--- src/rtl/uart_csr_arbiter_if.sv ---
// Signal bundle between the CSR requesters, uart_csr_arbiter and the UART CSR port.
// The arbiter takes the slave modport; the requesters plus the UART take the master side.
interface uart_csr_arbiter_if #(
    parameter int NM = 2,
    parameter int AW = 14,
    parameter int DW = 32
);
    logic [NM-1:0]    m_req;
    logic [NM-1:0]    m_we;
    logic [NM*AW-1:0] m_a;
    logic [NM*DW-1:0] m_di;
    logic [NM-1:0]    m_lock;
    logic [NM-1:0]    m_ack;
    logic [DW-1:0]    m_do;
    logic [AW-1:0]    csr_a;
    logic             csr_we;
    logic [DW-1:0]    csr_di;
    logic [DW-1:0]    csr_do;

    modport slave (
        input  m_req, m_we, m_a, m_di, m_lock, csr_do,
        output m_ack, m_do, csr_a, csr_we, csr_di
    );

    modport master (
        output m_req, m_we, m_a, m_di, m_lock, csr_do,
        input  m_ack, m_do, csr_a, csr_we, csr_di
    );
endinterface

--- src/rtl/uart_csr_arbiter.sv ---
// Round-robin arbiter sharing the UART CSR port among NM requesters, one transaction at a time.
// Optional grant locking for atomic read-modify-write is enabled by defining UART_ARB_LOCK_EN.
module uart_csr_arbiter #(
    parameter int NM = 2,
    parameter int AW = 14,
    parameter int DW = 32
) (
    input logic                  sys_clk,
    input logic                  sys_rst,
    uart_csr_arbiter_if.slave    bus
);
    localparam int IW = (NM > 1) ? $clog2(NM) : 1;

    localparam logic [1:0] IDLE    = 2'd0;
    localparam logic [1:0] ISSUE   = 2'd1;
    localparam logic [1:0] CAPTURE = 2'd2;
    localparam logic [1:0] ACK     = 2'd3;

    logic [1:0]    state;
    logic [IW-1:0] last;
    logic [IW-1:0] cand;
    logic [IW-1:0] gnt_idx;
    logic          gnt_valid;

`ifdef UART_ARB_LOCK_EN
    logic lock;
`else
    logic unused_lock;
    assign unused_lock = ^bus.m_lock;
`endif

    // Search from last+1 upward; iterating downward lets the nearest requester overwrite farther ones.
    always_comb begin
        gnt_valid = 1'b0;
        gnt_idx   = last;
        cand      = last;
        for (int i = NM; i >= 1; i--) begin
            cand = IW'((int'(last) + i) % NM);
            if (bus.m_req[cand]) begin
                gnt_valid = 1'b1;
                gnt_idx   = cand;
            end
        end
`ifdef UART_ARB_LOCK_EN
        if (lock && bus.m_req[last]) begin
            gnt_valid = 1'b1;
            gnt_idx   = last;
        end
`endif
    end

    always_ff @(posedge sys_clk) begin
        if (sys_rst) begin
            state      <= IDLE;
            last       <= IW'(NM - 1);
            bus.m_ack  <= '0;
            bus.m_do   <= '0;
            bus.csr_a  <= '0;
            bus.csr_we <= 1'b0;
            bus.csr_di <= '0;
`ifdef UART_ARB_LOCK_EN
            lock       <= 1'b0;
`endif
        end else begin
            bus.m_ack  <= '0;
            bus.csr_we <= 1'b0;
            case (state)
                IDLE: begin
`ifdef UART_ARB_LOCK_EN
                    if (lock && !bus.m_req[last]) begin
                        lock <= 1'b0;
                    end
`endif
                    if (gnt_valid) begin
                        last       <= gnt_idx;
                        bus.csr_we <= bus.m_we[gnt_idx];
                        bus.csr_a  <= bus.m_a[int'(gnt_idx)*AW +: AW];
                        bus.csr_di <= bus.m_di[int'(gnt_idx)*DW +: DW];
                        state      <= ISSUE;
`ifdef UART_ARB_LOCK_EN
                        if (!bus.m_lock[gnt_idx]) begin
                            lock <= 1'b0;
                        end
`endif
                    end
                end
                ISSUE: begin
                    state <= CAPTURE;
                end
                // UART read data is valid now, one cycle after csr_a was presented.
                CAPTURE: begin
                    bus.m_do        <= bus.csr_do;
                    bus.m_ack[last] <= 1'b1;
                    state           <= ACK;
                end
                ACK: begin
`ifdef UART_ARB_LOCK_EN
                    lock <= bus.m_lock[last];
`endif
                    state <= IDLE;
                end
                default: begin
                    state <= IDLE;
                end
            endcase
        end
    end
endmodule

--- src/flat_wrapper.sv ---
// flat-port wrapper written by rule: the top's interface ports become plain ports
module uart_csr_arbiter_flat 
#(
    parameter int NM = 2,
    parameter int AW = 14,
    parameter int DW = 32
)
  (sys_clk, sys_rst, bus_m_req, bus_m_we, bus_m_a, bus_m_di, bus_m_lock, bus_csr_do, bus_m_ack, bus_m_do, bus_csr_a, bus_csr_we, bus_csr_di);
  uart_csr_arbiter_if #(.NM(NM), .AW(AW), .DW(DW)) bus_i ();
  input logic sys_clk;
  input logic sys_rst;
  input wire logic [$bits(bus_i.m_req)-1:0] bus_m_req;
  input wire logic [$bits(bus_i.m_we)-1:0] bus_m_we;
  input wire logic [$bits(bus_i.m_a)-1:0] bus_m_a;
  input wire logic [$bits(bus_i.m_di)-1:0] bus_m_di;
  input wire logic [$bits(bus_i.m_lock)-1:0] bus_m_lock;
  input wire logic [$bits(bus_i.csr_do)-1:0] bus_csr_do;
  output wire logic [$bits(bus_i.m_ack)-1:0] bus_m_ack;
  output wire logic [$bits(bus_i.m_do)-1:0] bus_m_do;
  output wire logic [$bits(bus_i.csr_a)-1:0] bus_csr_a;
  output wire logic [$bits(bus_i.csr_we)-1:0] bus_csr_we;
  output wire logic [$bits(bus_i.csr_di)-1:0] bus_csr_di;
  assign bus_i.m_req = bus_m_req;
  assign bus_i.m_we = bus_m_we;
  assign bus_i.m_a = bus_m_a;
  assign bus_i.m_di = bus_m_di;
  assign bus_i.m_lock = bus_m_lock;
  assign bus_i.csr_do = bus_csr_do;
  assign bus_m_ack = bus_i.m_ack;
  assign bus_m_do = bus_i.m_do;
  assign bus_csr_a = bus_i.csr_a;
  assign bus_csr_we = bus_i.csr_we;
  assign bus_csr_di = bus_i.csr_di;
  uart_csr_arbiter #(.NM(NM), .AW(AW), .DW(DW)) u_core (.sys_clk(sys_clk), .sys_rst(sys_rst), .bus(bus_i));
endmodule
--- config.mk ---
export PLATFORM = sky130hd
export DESIGN_NAME = uart_csr_arbiter_flat
export DESIGN_NICKNAME = d
export VERILOG_FILES = /design/src/rtl/uart_csr_arbiter_if.sv /design/src/rtl/uart_csr_arbiter.sv /design/src/flat_wrapper.sv
export SDC_FILE = /design/constraint.sdc
export NUM_CORES = 1
export LEC_CHECK = 0
export CORE_MARGIN = 2
export CORE_UTILIZATION = 35
export DETAILED_ROUTE_END_ITERATION = 16
export GPL_TIMING_DRIVEN = 0
export PLACE_DENSITY_LB_ADDON = 0.1
export RECOVER_POWER = 100
export SETUP_SLACK_MARGIN = 0.1
export SYNTH_ARGS = -nofsm -noshare
export SYNTH_HDL_FRONTEND = slang
export SYNTH_SLANG_ARGS = --single-unit
--- constraint.sdc ---
create_clock -name sys_clk -period 1.7 [get_ports sys_clk]
set_input_delay 0.425 -clock sys_clk [delete_from_list [all_inputs] [get_ports sys_clk]]
set_output_delay 0.425 -clock sys_clk [all_outputs]
set_load 0.03 [all_outputs]
==> results.sh <==
export IMPL_status="completed"
export IMPL_floorplan_die_area_um2=10910
export IMPL_pwr_density_cell_nw_per_um2=1543
export IMPL_wirelength_um=12220
export IMPL_hold_viol=0
export IMPL_clock_skew_ns=0.006131
export IMPL_yosysWarnings=0
export IMPL_start_util_pct=36.12
export IMPL_die_height_um=104.4
export IMPL_synth_area_top_cells="dfxtp_1 48%, a311oi_1 11%, mux2i_1 9.4%"
export IMPL_netlist_area_um2=3531
export IMPL_drv_cap=0
export IMPL_num_rows=36
export IMPL_grt_start_max_net_pins=16
export IMPL_swShare_pct=44.13
export IMPL_dp_hpwl_um=9106
export IMPL_cts_tree="yes"
export IMPL_post_route_util_pct=60.97
export IMPL_diodes=0
export IMPL_clk_path_buf_depth=2
export IMPL_clk_pin_slew_ns=0.09
export IMPL_syn_inst=399
export IMPL_power_frac_seq_pct=31.8
export IMPL_cp_max_fo=2
export IMPL_nNetsFinal=753
export IMPL_rsz0062_at_grt="no"
export IMPL_grt_pass1_wl_um=19400
export IMPL_overflow=0
export IMPL_tightest_slew_ns=0.5754
export IMPL_grt_pass1_vias=3834
export IMPL_timing_fmax_mhz=639.2
export IMPL_cts_hold_buffers_added=0
export IMPL_place_gp_congestion=0.7657
export IMPL_critPathArrivalTime_ns=1.14
export IMPL_antenna_found_initial=0
export IMPL_grt_use_total_pct=22.16
export IMPL_yosysSeqAreaShare_pct=47.63
export IMPL_critPathBufInv=1
export IMPL_dr_total_vias=3853
export IMPL_ant_nets=0
export IMPL_syn_num_nets=533
export IMPL_drt_first_pass_iters=4
export IMPL_post_cts_buffers=0
export IMPL_die_x_um=104.4
export IMPL_io_pins=213
export IMPL_max_stage_delay_ns=0.45
export IMPL_crit_family="buffers and inverters"
export IMPL_p_sw_mw=4.057
export IMPL_setup_viol_count_final=0
export IMPL_ys_types=23
export IMPL_crit_chain="dlygate4sd2_1"
export IMPL_ff2ff_setup_slack_ns=0.16
export IMPL_fin_crit_sh_pct=92.02
export IMPL_leakage_nw=2.563
export IMPL_n_fill_cell=892
export IMPL_critPathLaunchType="flop"
export IMPL_clkPwrFrac_pct=16.0
export IMPL_combPwrFrac_pct=52.3
export IMPL_whs_ns=0.4919
export IMPL_vias_per_cell=5.090
export IMPL_fin_crit_ns=1.564
export IMPL_slew_headroom_pct=61.64
export IMPL_crit_slowest_cell="dlygate4sd2_1"
export IMPL_cts_made_buffers=9
export IMPL_crit_type="reg2out"
export IMPL_hold_path_class="reg2reg"
export IMPL_drt_initial_drc_count=166
export IMPL_yosysTopAreaCell="dfxtp_1"
export IMPL_synth_ff_latch_count=84
export IMPL_port_buffer_count=209
export IMPL_cts_htree_levels=3
export IMPL_syn_avg_cell_area_um2=8.849
export IMPL_cp_required_ns=1.27
export IMPL_ctsRootBufferMaster="clkbuf_8"
export IMPL_core_region_area_um2=9774
export IMPL_wl_per_cell_um=16.14
export IMPL_insertion_delay_ns=0.36
export IMPL_endpoint_kind="primary output"
export IMPL_drv_slew=0
export IMPL_ir_drop_mv=0.6397
export IMPL_drive_gt1_share_pct=8.333
export IMPL_route_detailed_drc=0
export IMPL_area_growth_pct=68.78
export IMPL_total_power_mw=9.193
export IMPL_numClockSinks=84
export IMPL_internal_power_mw=5.136
export IMPL_synth_top_area_share_pct=47.63
-- routing by layer --
layer  track usage [%]  up-vias  part of all wire [%]
met3             6.892       10                   8.3
met1             27.14     1806                    42
li1                  -     1885                     -
met2             37.35      152                    49
met5                 0        -                     0
met4             6.371        0                   1.0
-- flip-flops by register name, indices dropped and copies added (netlist names) --
register,count
u_core.bus.m_ack,2
u_core.bus.csr_a,14
u_core.bus.csr_we,1
u_core.bus.csr_di,32
u_core.bus.m_do,32
u_core.last,1
u_core.state,2
-- area by class of cell --
cell class              count  area [µm²]  share of cell area [%]
clock buffers              10       127.6                   2.141
flip-flops and latches     84        1683                   28.24
well taps                 133       166.4                   2.792
multi-input cells         270        1644                   27.59
clock inverters             6       71.32                   1.197
inverters                   2       7.507                  0.1260
plain buffers              43       264.0                   4.430
repair buffers            209        1996                   33.49
-- cells in the mapped netlist (all sizes together) --
cell type / number
dfxtp: 84
nor2: 81
nand3: 47
o21ai: 47
a311oi: 46
mux2i: 33
buf: 24
clkbuf: 19
nand2b: 3
and2b: 2
ha: 2
inv: 2
nor3b: 2
a211oi: 1
a21oi: 1
and3: 1
and3b: 1
nor3: 1
o21a: 1
o21bai: 1
-- logic make-up (layout without fill, tap and decap cells) --
| logic type | count (synthesis) | in the layout | synth area share (%) |
|---|---|---|---|
| flip-flops | 84 | 84 | 47.63 |
| adder cells (fa/ha/maj) | 2 | 2 | 0.7086 |
| AND/OR/NAND/NOR | 138 | 138 | 17.22 |
| multiplexers | 33 | 33 | 9.355 |
| AO/OA/AOI/OAI | 97 | 97 | 18.85 |
| buffers and inverters | 45 | 270 | 6.237 |
-- stage by stage --
step / TNS (ns) / setup slack [ns] / cells / instance area, µm²
6_report: 0 / 0.1356 / 757 / 5959
3_5_place_dp: -18.39 / -0.4564 / 741 / 5789
4_1_cts: 0 / 0.07544 / 757 / 5932
5_1_grt: 0 / 0.05652 / 757 / 5959
3_3_place_gp: -17.61 / -0.4332 / 741 / 5789
2_1_floorplan: 0 / 0.2968 / 399 / 3531
-- cells in the final DEF (no fill, tap or decap), types with 4 or more instances in the layout --
cell,count
buf_6,4
clkdlybuf4s50_1,126
a311oi_1,46
buf_4,12
clkbuf_8,9
clkbuf_1,10
o21ai_0,41
clkbuf_2,15
mux2i_1,33
nor2_1,81
o21ai_1,6
dfxtp_1,83
nand3_1,47
dlygate4sd2_1,81
-- final timing paths --
path              cells after the start               endpoint                 start
hold / removal                        2     u_core.bus.m_do[6]    u_core.bus.m_do[6]
hold reg to reg                       2     u_core.bus.m_do[6]    u_core.bus.m_do[6]
setup / recovery                      1          bus_csr_di[0]  u_core.bus.csr_di[0]
setup reg to reg                      6  u_core.bus.csr_di[20]       u_core.state[0]
-- worst min-delay path, cell delays in order, from the launching register on --
cell     delay (ns)
dfxtp_1        0.33
mux2i_1        0.06
nor2_1         0.07
-- repair_timing --
action | in CTS | in global routing
resized for setup | 101 | 17
pin swaps | 0 | 2
setup endpoints to repair | 127 | 53
-- power groups by stage --
stage	combinational (mW)	sequential [mW]	clock, mW
6_report	4.80	2.92	1.47
5_1_grt	5.19	3.01	1.56
4_1_cts	4.80	2.93	1.50
3_5_place_dp	5.13	2.99	0
3_3_place_gp	5.07	2.96	0
2_1_floorplan	1.89	4.15	0
Power figures use the tool's default switching activity.
